[src/rtl/lcd_pkg.sv]
// lcd_pkg: shared types, default panel timing and colour helpers for the LCD text controller.
package lcd_pkg;

  // Default 480x272 panel timing, in pixel clocks / lines.
  localparam int unsigned DefHActive = 480;
  localparam int unsigned DefHFp     = 5;
  localparam int unsigned DefHSync   = 1;
  localparam int unsigned DefHBp     = 43;
  localparam int unsigned DefVActive = 272;
  localparam int unsigned DefVFp     = 8;
  localparam int unsigned DefVSync   = 1;
  localparam int unsigned DefVBp     = 12;

  typedef struct packed {
    logic [4:0] r;
    logic [5:0] g;
    logic [4:0] b;
  } rgb565_t;

  function automatic rgb565_t rgb565_split(input logic [15:0] color);
    rgb565_t c;
    c.r = color[15:11];
    c.g = color[10:5];
    c.b = color[4:0];
    return c;
  endfunction

endpackage

[src/rtl/lcd_text_ctrl_if.sv]
// lcd_text_ctrl_if: read bus from the text controller to the text BSRAM and font ROM.
// Both memories return data one clock after the address is presented.
interface lcd_text_ctrl_if #(
  parameter int unsigned VADDR_W = 10,
  parameter int unsigned FADDR_W = 12
);
  logic [VADDR_W-1:0] vram_addr;
  logic [7:0]         vram_data;
  logic [FADDR_W-1:0] font_addr;
  logic [7:0]         font_data;

  modport master (
    output vram_addr,
    output font_addr,
    input  vram_data,
    input  font_data
  );

  modport slave (
    input  vram_addr,
    input  font_addr,
    output vram_data,
    output font_data
  );
endinterface

[src/rtl/lcd_timing.sv]
// lcd_timing: free-running H/V counters and the per-pixel region flags derived from them.
// Line and frame order is sync, back porch, active, front porch.
module lcd_timing
  import lcd_pkg::*;
#(
  parameter int unsigned H_ACTIVE = DefHActive,
  parameter int unsigned H_FP     = DefHFp,
  parameter int unsigned H_SYNC   = DefHSync,
  parameter int unsigned H_BP     = DefHBp,
  parameter int unsigned V_ACTIVE = DefVActive,
  parameter int unsigned V_FP     = DefVFp,
  parameter int unsigned V_SYNC   = DefVSync,
  parameter int unsigned V_BP     = DefVBp,
  localparam int unsigned H_TOTAL = H_SYNC + H_BP + H_ACTIVE + H_FP,
  localparam int unsigned V_TOTAL = V_SYNC + V_BP + V_ACTIVE + V_FP,
  localparam int unsigned HCNT_W  = $clog2(H_TOTAL),
  localparam int unsigned VCNT_W  = $clog2(V_TOTAL)
) (
  input  logic              clk_i,
  input  logic              rst_ni,
  output logic [HCNT_W-1:0] x_o,
  output logic [VCNT_W-1:0] y_o,
  output logic              active_o,
  output logic              hsync_o,        // high inside the HSYNC interval
  output logic              vsync_o,        // high inside the VSYNC interval
  output logic              frame_first_o,  // counter state (0,0)
  output logic              frame_last_o    // final counter state of the frame
);
  localparam int unsigned HStart = H_SYNC + H_BP;
  localparam int unsigned VStart = V_SYNC + V_BP;

  logic [HCNT_W-1:0] hcnt_d, hcnt_q;
  logic [VCNT_W-1:0] vcnt_d, vcnt_q;
  logic              h_last, v_last;

  assign h_last = (hcnt_q == HCNT_W'(H_TOTAL - 1));
  assign v_last = (vcnt_q == VCNT_W'(V_TOTAL - 1));

  // Next counter state: step along the line, wrap into the next line, then the next frame.
  always_comb begin
    hcnt_d = hcnt_q + HCNT_W'(1);
    vcnt_d = vcnt_q;
    if (h_last) begin
      hcnt_d = '0;
      vcnt_d = v_last ? '0 : vcnt_q + VCNT_W'(1);
    end
  end

  // Counter state.
  always_ff @(posedge clk_i or negedge rst_ni) begin
    if (!rst_ni) begin
      hcnt_q <= '0;
      vcnt_q <= '0;
    end else begin
      hcnt_q <= hcnt_d;
      vcnt_q <= vcnt_d;
    end
  end

  assign x_o           = hcnt_q - HCNT_W'(HStart);
  assign y_o           = vcnt_q - VCNT_W'(VStart);
  assign active_o      = (hcnt_q >= HCNT_W'(HStart)) && (hcnt_q < HCNT_W'(HStart + H_ACTIVE)) &&
                         (vcnt_q >= VCNT_W'(VStart)) && (vcnt_q < VCNT_W'(VStart + V_ACTIVE));
  assign hsync_o       = (hcnt_q < HCNT_W'(H_SYNC));
  assign vsync_o       = (vcnt_q < VCNT_W'(V_SYNC));
  assign frame_first_o = (hcnt_q == '0) && (vcnt_q == '0);
  assign frame_last_o  = h_last && v_last;

endmodule

[src/rtl/lcd_text_ctrl.sv]
// lcd_text_ctrl: text-mode RGB565 panel controller. Counter state -> text BSRAM -> font ROM ->
// registered pixel, three clocks end to end; timing flags ride the same pipeline.
// Optional blinking block cursor when LCD_CURSOR_EN is defined.
module lcd_text_ctrl
  import lcd_pkg::*;
#(
  parameter int unsigned H_ACTIVE     = DefHActive,
  parameter int unsigned H_FP         = DefHFp,
  parameter int unsigned H_SYNC       = DefHSync,
  parameter int unsigned H_BP         = DefHBp,
  parameter int unsigned V_ACTIVE     = DefVActive,
  parameter int unsigned V_FP         = DefVFp,
  parameter int unsigned V_SYNC       = DefVSync,
  parameter int unsigned V_BP         = DefVBp,
  parameter int unsigned CHAR_W       = 8,
  parameter int unsigned CHAR_H       = 16,
  parameter int unsigned BLINK_FRAMES = 32,
  localparam int unsigned COLS    = H_ACTIVE / CHAR_W,
  localparam int unsigned ROWS    = V_ACTIVE / CHAR_H,
  localparam int unsigned VADDR_W = $clog2(COLS * ROWS),
  localparam int unsigned LINE_W  = $clog2(CHAR_H),
  localparam int unsigned COL_W   = $clog2(COLS),
  localparam int unsigned ROW_W   = $clog2(ROWS)
) (
  input  logic                  PixelClk,
  input  logic                  nRST,
  lcd_text_ctrl_if.master       mem,
  input  logic [15:0]           fg_color,
  input  logic [15:0]           bg_color,
  input  logic [COL_W-1:0]      cursor_col,
  input  logic [ROW_W-1:0]      cursor_row,
  output logic                  LCD_DE,
  output logic                  LCD_HSYNC,
  output logic                  LCD_VSYNC,
  output logic [4:0]            LCD_R,
  output logic [5:0]            LCD_G,
  output logic [4:0]            LCD_B,
  output logic                  frame_start
);
  localparam int unsigned H_TOTAL = H_SYNC + H_BP + H_ACTIVE + H_FP;
  localparam int unsigned V_TOTAL = V_SYNC + V_BP + V_ACTIVE + V_FP;
  localparam int unsigned HCNT_W  = $clog2(H_TOTAL);
  localparam int unsigned VCNT_W  = $clog2(V_TOTAL);
  localparam int unsigned PIX_W   = $clog2(CHAR_W);

  // Stage 0: counter state.
  logic [HCNT_W-1:0] x0, col0;
  logic [VCNT_W-1:0] y0, row0;
  logic              act0, hs0, vs0, fs0, fl0, cur0;

  // Stage 1: character code returning from the text buffer.
  logic              act1_q, hs1_q, vs1_q, fs1_q, cur1_q;
  logic [PIX_W-1:0]  pix1_q;
  logic [LINE_W-1:0] line1_q;

  // Stage 2: glyph row returning from the font ROM.
  logic              act2_q, hs2_q, vs2_q, fs2_q, cur2_q;
  logic [PIX_W-1:0]  pix2_q;

  logic              glyph_bit;
  logic [15:0]       pixel;
  rgb565_t           rgb;

  lcd_timing #(
    .H_ACTIVE (H_ACTIVE),
    .H_FP     (H_FP),
    .H_SYNC   (H_SYNC),
    .H_BP     (H_BP),
    .V_ACTIVE (V_ACTIVE),
    .V_FP     (V_FP),
    .V_SYNC   (V_SYNC),
    .V_BP     (V_BP)
  ) u_timing (
    .clk_i         (PixelClk),
    .rst_ni        (nRST),
    .x_o           (x0),
    .y_o           (y0),
    .active_o      (act0),
    .hsync_o       (hs0),
    .vsync_o       (vs0),
    .frame_first_o (fs0),
    .frame_last_o  (fl0)
  );

  assign col0 = x0 / HCNT_W'(CHAR_W);
  assign row0 = y0 / VCNT_W'(CHAR_H);

  // Address is parked at 0 during blanking so the BSRAM sees no stray out-of-range reads.
  assign mem.vram_addr = act0 ? VADDR_W'(32'(row0) * COLS + 32'(col0)) : '0;
  assign mem.font_addr = {mem.vram_data, line1_q};

`ifdef LCD_CURSOR_EN
  localparam int unsigned BLINK_W = (BLINK_FRAMES > 1) ? $clog2(BLINK_FRAMES) : 1;

  logic [BLINK_W-1:0] blink_cnt_q;
  logic               blink_on_q;

  // Blink phase: advances as each frame ends, flips every BLINK_FRAMES frames, starts visible.
  always_ff @(posedge PixelClk or negedge nRST) begin
    if (!nRST) begin
      blink_cnt_q <= '0;
      blink_on_q  <= 1'b1;
    end else if (fl0) begin
      if (blink_cnt_q == BLINK_W'(BLINK_FRAMES - 1)) begin
        blink_cnt_q <= '0;
        blink_on_q  <= ~blink_on_q;
      end else begin
        blink_cnt_q <= blink_cnt_q + BLINK_W'(1);
      end
    end
  end

  // Out-of-range cursor coordinates can never match a visible cell.
  assign cur0 = blink_on_q && (col0 == HCNT_W'(cursor_col)) && (row0 == VCNT_W'(cursor_row));
`else
  logic unused_cursor;
  assign unused_cursor = ^{cursor_col, cursor_row, fl0, BLINK_FRAMES[0]};
  assign cur0          = 1'b0;
`endif

  // Fetch pipeline: keep the flags aligned with the memory read latency.
  always_ff @(posedge PixelClk or negedge nRST) begin
    if (!nRST) begin
      {act1_q, hs1_q, vs1_q, fs1_q, cur1_q} <= '0;
      pix1_q  <= '0;
      line1_q <= '0;
      {act2_q, hs2_q, vs2_q, fs2_q, cur2_q} <= '0;
      pix2_q  <= '0;
    end else begin
      {act1_q, hs1_q, vs1_q, fs1_q, cur1_q} <= {act0, hs0, vs0, fs0, cur0};
      pix1_q  <= x0[PIX_W-1:0];
      line1_q <= y0[LINE_W-1:0];
      {act2_q, hs2_q, vs2_q, fs2_q, cur2_q} <= {act1_q, hs1_q, vs1_q, fs1_q, cur1_q};
      pix2_q  <= pix1_q;
    end
  end

  // Pixel mux: bit7 of the glyph row is the leftmost pixel; the cursor swaps fg and bg.
  always_comb begin
    glyph_bit = mem.font_data[PIX_W'(CHAR_W - 1) - pix2_q];
    pixel     = 16'h0000;
    if (act2_q) begin
      pixel = (glyph_bit ^ cur2_q) ? fg_color : bg_color;
    end
    rgb = rgb565_split(pixel);
  end

  // Registered panel outputs; sync pins are active low.
  always_ff @(posedge PixelClk or negedge nRST) begin
    if (!nRST) begin
      LCD_DE      <= 1'b0;
      LCD_HSYNC   <= 1'b1;
      LCD_VSYNC   <= 1'b1;
      LCD_R       <= '0;
      LCD_G       <= '0;
      LCD_B       <= '0;
      frame_start <= 1'b0;
    end else begin
      LCD_DE      <= act2_q;
      LCD_HSYNC   <= ~hs2_q;
      LCD_VSYNC   <= ~vs2_q;
      LCD_R       <= rgb.r;
      LCD_G       <= rgb.g;
      LCD_B       <= rgb.b;
      frame_start <= fs2_q;
    end
  end

endmodule
[src/flat_wrapper.sv]
// flat-port wrapper written by rule: the top's interface ports become plain ports
module lcd_text_ctrl_flat import lcd_pkg::*;
#(
  parameter int unsigned H_ACTIVE     = DefHActive,
  parameter int unsigned H_FP         = DefHFp,
  parameter int unsigned H_SYNC       = DefHSync,
  parameter int unsigned H_BP         = DefHBp,
  parameter int unsigned V_ACTIVE     = DefVActive,
  parameter int unsigned V_FP         = DefVFp,
  parameter int unsigned V_SYNC       = DefVSync,
  parameter int unsigned V_BP         = DefVBp,
  parameter int unsigned CHAR_W       = 8,
  parameter int unsigned CHAR_H       = 16,
  parameter int unsigned BLINK_FRAMES = 32,
  localparam int unsigned COLS    = H_ACTIVE / CHAR_W,
  localparam int unsigned ROWS    = V_ACTIVE / CHAR_H,
  localparam int unsigned VADDR_W = $clog2(COLS * ROWS),
  localparam int unsigned LINE_W  = $clog2(CHAR_H),
  localparam int unsigned COL_W   = $clog2(COLS),
  localparam int unsigned ROW_W   = $clog2(ROWS)
)
  (PixelClk, nRST, fg_color, bg_color, cursor_col, cursor_row, LCD_DE, LCD_HSYNC, LCD_VSYNC, LCD_R, LCD_G, LCD_B, frame_start, mem_vram_addr, mem_font_addr, mem_vram_data, mem_font_data);
  lcd_text_ctrl_if mem_i ();
  input  logic PixelClk;
  input  logic nRST;
  input  logic [15:0] fg_color;
  input  logic [15:0] bg_color;
  input  logic [COL_W-1:0] cursor_col;
  input  logic [ROW_W-1:0] cursor_row;
  output logic LCD_DE;
  output logic LCD_HSYNC;
  output logic LCD_VSYNC;
  output logic [4:0] LCD_R;
  output logic [5:0] LCD_G;
  output logic [4:0] LCD_B;
  output logic frame_start;
  output wire logic [$bits(mem_i.vram_addr)-1:0] mem_vram_addr;
  output wire logic [$bits(mem_i.font_addr)-1:0] mem_font_addr;
  input wire logic [$bits(mem_i.vram_data)-1:0] mem_vram_data;
  input wire logic [$bits(mem_i.font_data)-1:0] mem_font_data;
  assign mem_vram_addr = mem_i.vram_addr;
  assign mem_font_addr = mem_i.font_addr;
  assign mem_i.vram_data = mem_vram_data;
  assign mem_i.font_data = mem_font_data;
  lcd_text_ctrl #(.H_ACTIVE(H_ACTIVE), .H_FP(H_FP), .H_SYNC(H_SYNC), .H_BP(H_BP), .V_ACTIVE(V_ACTIVE), .V_FP(V_FP), .V_SYNC(V_SYNC), .V_BP(V_BP), .CHAR_W(CHAR_W), .CHAR_H(CHAR_H), .BLINK_FRAMES(BLINK_FRAMES)) u_core (.PixelClk(PixelClk), .nRST(nRST), .mem(mem_i), .fg_color(fg_color), .bg_color(bg_color), .cursor_col(cursor_col), .cursor_row(cursor_row), .LCD_DE(LCD_DE), .LCD_HSYNC(LCD_HSYNC), .LCD_VSYNC(LCD_VSYNC), .LCD_R(LCD_R), .LCD_G(LCD_G), .LCD_B(LCD_B), .frame_start(frame_start));
endmodule
[config.mk]
export PLATFORM = sky130hd
export DESIGN_NAME = lcd_text_ctrl_flat
export DESIGN_NICKNAME = d
export VERILOG_FILES = /design/src/rtl/lcd_pkg.sv /design/src/rtl/lcd_text_ctrl_if.sv /design/src/rtl/lcd_timing.sv /design/src/rtl/lcd_text_ctrl.sv /design/src/flat_wrapper.sv
export SDC_FILE = /design/constraint.sdc
export NUM_CORES = 1
export LEC_CHECK = 0
export CAP_MARGIN = 0
export CORE_ASPECT_RATIO = 0.5
export CORE_MARGIN = 4
export CORE_UTILIZATION = 51
export CTS_CLUSTER_SIZE = 12
export DETAILED_ROUTE_END_ITERATION = 10
export GPL_TIMING_DRIVEN = 0
export PLACE_DENSITY = 0.87
export SYNTH_ARGS = -nofsm -noshare
export SYNTH_HDL_FRONTEND = slang
export SYNTH_SLANG_ARGS = --single-unit
[constraint.sdc]
create_clock -name PixelClk -period 13.6 [get_ports PixelClk]
set_clock_uncertainty 0.05 [all_clocks]
set_input_delay 4.08 -clock PixelClk [delete_from_list [all_inputs] [get_ports PixelClk]]
set_output_delay 4.08 -clock PixelClk [all_outputs]
set_load 0.05 [all_outputs]
Word-level counts from Yosys, hierarchy flattened
Index checks and enable logic that the tools add are counted.

storage, ports and cells
  output and inout bits = 42
  input port bits = 61
  logic and storage cells = 51
  bits in registers = 57

cells by class
  reductions and logical operators = 6
  $lt $le $gt $ge = 7
  bitwise gates (word level) = 2
  $add $sub $neg = 6
  mux-type cells = 7
  equal/unequal tests = 2
  $mul = 1

operator list
  operator               number
  $mux 16                2
  $mux 10                2
  $add 10x1->10 const B  1
  $add 10x7->10          1
  $eq 10x10->1 const B   1
  $ge 10x6->1 const B    1
  $logic_not 10->1       1
  $lt 10x1->1 const B    1
  $lt 10x10->1 const B   1
  $sub 10x6->10 const B  1
  $add 9x1->9 const B    1
  $eq 9x9->1 const B     1
  $ge 9x4->1 const B     1
  $logic_not 9->1        1
  $lt 9x1->1 const B     1
  $lt 9x9->1 const B     1
  $mux 9                 1
  $sub 9x4->9 const B    1
  $mul 5x4->8 const B    1
  $logic_and 1x1->1      4
  $lt 3x4->1 const B     1
  $bmux 1 s3             1
  $sub 3x3->3 const A    1
  $not 1->1              2
  $mux 1                 1

Longest topological paths before layout
  depth after elaboration = 5
  depth in mapped cells = 18
  gate-level depth less buffers = 18

By module
Synthesis repeated with hierarchy kept, for this count alone.

second synthesis, totals
  cell total of the unflattened synthesis = 335
  area, all modules = 3450.8 µm²

modules (own cells, without submodules)
  module         cells an instance  instances  sequential area each (µm²)  area each (µm²)
  lcd_text_ctrl  179                1          953.4                       2107.0
  lcd_timing     156                1          475.5                       1343.8

Least setup slack after synthesis
Ideal clock, no wire load.

  path type = register -> output
  start = reg u_core.u_timing.vcnt_q[0]
  end = out mem_vram_addr[9]
  setup slack = 4.638 ns
  required time = 9.470 ns
  stages on the path, launching flop included = 18
  arrival time = 4.832 ns
  buffers on the path = 0
  path through = dfrtp_1 -> inv_1 -> ha_1 -> nor2_1 -> or3_1 -> xor2_1 -> inv_1 -> fa_1 -> inv_1 -> fa_1 -> fa_1 -> inv_1 -> ha_1 -> o21ai_0 -> o21ai_0 -> a21oi_1 -> nor3_1 -> mux2i_1

between the ends
  longest elaborated chain between the ends = 4
  elaborated cells on any way between the ends = 8
  those cells by class = add/sub: 2; mul: 1; order compare: 2; mux: 1; reduce/logical: 2

RTL lines
  element                                                    RTL line                               text
  start, declared                                            lcd_timing.sv:33                       logic [VCNT_W-1:0] vcnt_d, vcnt_q;
  start signal, assigned                                     lcd_timing.sv:56                       vcnt_q <= vcnt_d;
  $sub 9x4->9 / $ge 9x4->1 (equally long branches)           lcd_timing.sv:61, lcd_timing.sv:63
  $mul 5x4->8 / $logic_and 1x1->1 (equally long branches)    lcd_text_ctrl.sv:89, lcd_timing.sv:62
  $add 10x7->10 / $logic_and 1x1->1 (equally long branches)  lcd_text_ctrl.sv:89, lcd_timing.sv:63
  $mux 10 *                                                  lcd_text_ctrl.sv:89                    assign mem.vram_addr = act0 ? VADDR_W'(32'(row0) * COLS + 32'(col0)) : '0;
  end, declared                                              flat_wrapper.sv:37                     output wire logic [$bits(mem_i.vram_addr)-1:0] mem_vram_addr;

Mark *: on every way between the ends. The rest lies on a longest branch, timed or not.

Final worst setup path
Same ends and word-level chain as after synthesis.

==> run_results.csv <==
group,metric,value,unit
logic_synthesis,synth_seq_cells,57,
worst_setup_path,r2r-end,"u_core.u_timing.vcnt_q[8]$_DFFE_PN0N_",
global_route,grt.total_usage,22.38,%
clocking,clock_latency,0.32,ns
cells_and_area,multi_input_area,0.001793,mm²
drt,drc,0,
die,start_util,54.72,%
min_path,hold_depth,0,
place,post-dp-hpwl,6096,µm
cells_and_area,drive_gt1_share,9.153,%
logic_synthesis,syn-mean-instance-area,10.24,µm²
timing,max_clock_freq,100.5,MHz
drt,viasPerCell,5.455,
worst_setup_path,critical_path.max_fanout,9,
logic_synthesis,syn_nets,430,
drt,ant_nets,0,
logic_synthesis,synthArstFlopShare,100.0,%
logic_synthesis,synth-seq-area-share,41.41,%
drt,vias,2864,
worst_setup_path,critPathArrivalTime,5.82,ns
drt,drt_pass1_iterations,5,
clocking,cts-buffers-inserted,9,
timing,period_share,73.17,%
timing,final_hold_viol_count,0,
global_route,grt-ovfl-total,0,
clocking,cts_resized,0,
die,core_region_area,0.006306,mm²
die,row_count,20,
worst_setup_path,reg2reg_depth,6,
logic_synthesis,yosysUniqueCellTypes,43,
worst_setup_path,cp-end-kind,"output port",
logic_synthesis,synth_ff_type,"dfrtp_1",
timing,tightest_slew,0.8020,ns
min_path,min_to,"u_core.pix2_q[1]$_DFF_PN0_",
die,die_w,124.3,µm
worst_setup_path,r2r-start,"u_core.u_timing.hcnt_q[5]$_DFF_PN0_",
global_route,grt_pass1_wl,14480,µm
timing,totalNegativeSetupSlack,0,ns
cells_and_area,final_cell_mix,"82 x clkdlybuf4s50_1, 55 x dfrtp_1, 31 x inv_1",
worst_setup_path,critPathKind,"reg -> out",
logic_synthesis,synth_warnings,0,
die,die_area,0.008226,mm²
global_route,antenna_found_initial,0,
timing,finalMaxSlewViolations,0,
timing,setup_viol,0,
clocking,cts_setup_buffers,0,
global_route,grt_start_max_net_pins,36,
cells_and_area,fin_nets,525,
cells_and_area,regArea,0.001429,mm²
min_path,hold_path_class,"reg -> reg",
logic_synthesis,syn_inst,337,
run,maxCapViolations,0,
power_and_ir_drop,p_per_area,96.42,mW/mm²
drt,wl_per_cell,16.79,µm
place,gp_congestion,0.8893,
die,die_h,66.17,µm
place,portBuffers,83,
cells_and_area,syn2layout_area_growth,37.71,%
worst_setup_path,worstPathRequired,9.47,ns
timing,layout_min_cycle_time,9.951,ns
die,boundaryPins,103,
clocking,cts_root_buffer,"clkbuf_16",
drt,routed_wirelength,8817,µm
clocking,cts_hold_buffers,0,
clocking,clkSinkCount,57,
cells_and_area,fill_cells,397,
logic_synthesis,synth_area,0.003451,mm²
global_route,grt_pass1_vias,2935,
power_and_ir_drop,irDropWorstVdd,0.05867,mV
drt,dr.first_iter.drc_count,333,
power_and_ir_drop,p_leak,0.002217,µW
timing,rsz0062_at_grt,"false",
clocking,h-tree-depth,3,
status,outcome,"finished clean",
cells_and_area,diodes,0,
clocking,clockBufferDepth,2,
cells_and_area,layout_commonest_cell,"clkdlybuf4s50_1",
worst_setup_path,worstSetupStartpointType,"flip-flop",
worst_setup_path,worst-r2r-setup-slack,11.33,ns
logic_synthesis,synth_edf_count,0,
clocking,path_clk_slew,0.05,ns
timing,relSlewSlack,46.09,%
place,placed_area,0.004407,mm²
min_path,holdCritStartpoint,"u_core.pix1_q[1]$_DFF_PN0_",
clocking,cts_tree,"done",
cells_and_area,fin_area,0.004752,mm²
-- registers in the layout, summed over array words and instances (netlist names), 3 cells and up --
name,count
u_core.LCD_R,5
u_core.u_timing.hcnt_q,10
u_core.pix2_q,3
u_core.LCD_G,6
u_core.line1_q,4
u_core.LCD_B,5
u_core.pix1_q,3
u_core.u_timing.vcnt_q,9
-- cell type report --
type	instances	share of cell area, %
Clock buffer	11	5.108
Sequential cell	57	30.07
Buffer	20	2.370
Clock inverter	5	2.159
Timing Repair Buffer	84	17.80
Inverter	31	2.449
Tap cell	88	2.317
Multi-Input combinational cell	229	37.73
-- power breakdown --
part	leakage (µW)	total [µW]	internal [µW]	switching [µW]
Combinational	0.00131	30.4	17.1	13.3
Sequential	0.000741	170	170	0
Clock	0.000166	258	183	74.5
-- synth_stat cells, types with 4 or more instances --
| library cell | n | area share (%) |
|---|---|---|
| nor2b_1 | 21 | 3.8 |
| nor3_1 | 5 | 0.73 |
| mux2i_1 | 17 | 4.9 |
| a21oi_1 | 6 | 0.87 |
| nand2_1 | 17 | 1.8 |
| o31ai_1 | 4 | 0.87 |
| nand4_1 | 4 | 0.73 |
| nor2_1 | 23 | 2.5 |
| buf_4 | 9 | 2.0 |
| dfrtp_1 | 55 | 40 |
| xor2_1 | 10 | 2.5 |
| nand3_1 | 11 | 1.6 |
| and2_1 | 5 | 0.91 |
| o21ai_0 | 17 | 2.5 |
| ha_1 | 24 | 8.7 |
| xnor2_1 | 18 | 4.6 |
| fa_1 | 8 | 4.6 |
| clkbuf_1 | 8 | 0.87 |
| a21o_1 | 4 | 0.87 |
| and3_1 | 4 | 0.73 |
| inv_1 | 31 | 3.4 |
-- worst max path at each step --
stage,startpoint,to,slack [ns],depth (start not counted)
after floorplan,u_core.u_timing.vcnt_q[0]$_DFFE_PN0N_,mem_vram_addr[9],4.64,17
after CTS,u_core.u_timing.vcnt_q[0]$_DFFE_PN0N_,mem_vram_addr[9],3.67,18
final,u_core.u_timing.vcnt_q[0]$_DFFE_PN0N_,mem_vram_addr[9],3.65,18
after global routing,u_core.u_timing.vcnt_q[0]$_DFFE_PN0N_,mem_vram_addr[9],3.40,18
after global placement,u_core.u_timing.vcnt_q[0]$_DFFE_PN0N_,mem_vram_addr[9],4.19,18
after detailed placement,u_core.u_timing.vcnt_q[0]$_DFFE_PN0N_,mem_vram_addr[9],4.06,18
-- critical path, cell delays in order, from the launching register on --
cell and delay [ns]:
dfrtp_1 0.49, inv_1 0.13, ha_1 0.24, nor2_1 0.27, or3_1 0.17, xor2_1 0.32
inv_1 0.18, fa_1 0.60, inv_1 0.07, fa_1 0.48, fa_1 0.50, inv_1 0.04
ha_1 0.33, o21ai_0 0.14, o21ai_0 0.17, a21oi_1 0.12, nor3_1 0.20, mux2i_1 0.22
clkdlybuf4s50_1 0.82
-- logic make-up (layout without fill, tap and decap cells) --
family	after synthesis	in the layout	share of synthesized area, %
AND/OR/NAND/NOR	108	108	17.04
XOR/XNOR	28	28	7.106
AO/OA/AOI/OAI	41	41	7.578
adder cells (fa/ha/maj)	32	32	13.34
buffers and inverters	51	151	6.635
flip-flops	57	57	41.41
multiplexers	20	20	6.889
-- through the flow --
step | util, % | instances | hold slack (ns) | total power (µW) | setup slack (ns)
after floorplan | - | 337 | 0.2812 | 184.1 | 4.638
after global placement | 69.64 | 508 | 0.2813 | 201.7 | 4.194
after detailed placement | 69.88 | 509 | 0.2885 | 203.1 | 4.056
after CTS | 75.36 | 525 | 0.2955 | 461.6 | 3.668
after global routing | 75.36 | 525 | 0.2996 | 471.0 | 3.400
final | 75.36 | 525 | 0.2954 | 458.2 | 3.649
-- layer usage --
layer	vias up	part of all wire (%)	GRT usage (%)
li1	1304	-	-
met1	1387	43	26.75
met2	161	48	39.25
met3	12	7.7	7.419
met4	0	1.2	6.557
met5	-	0	0
(Power assumes the default switching activity.)
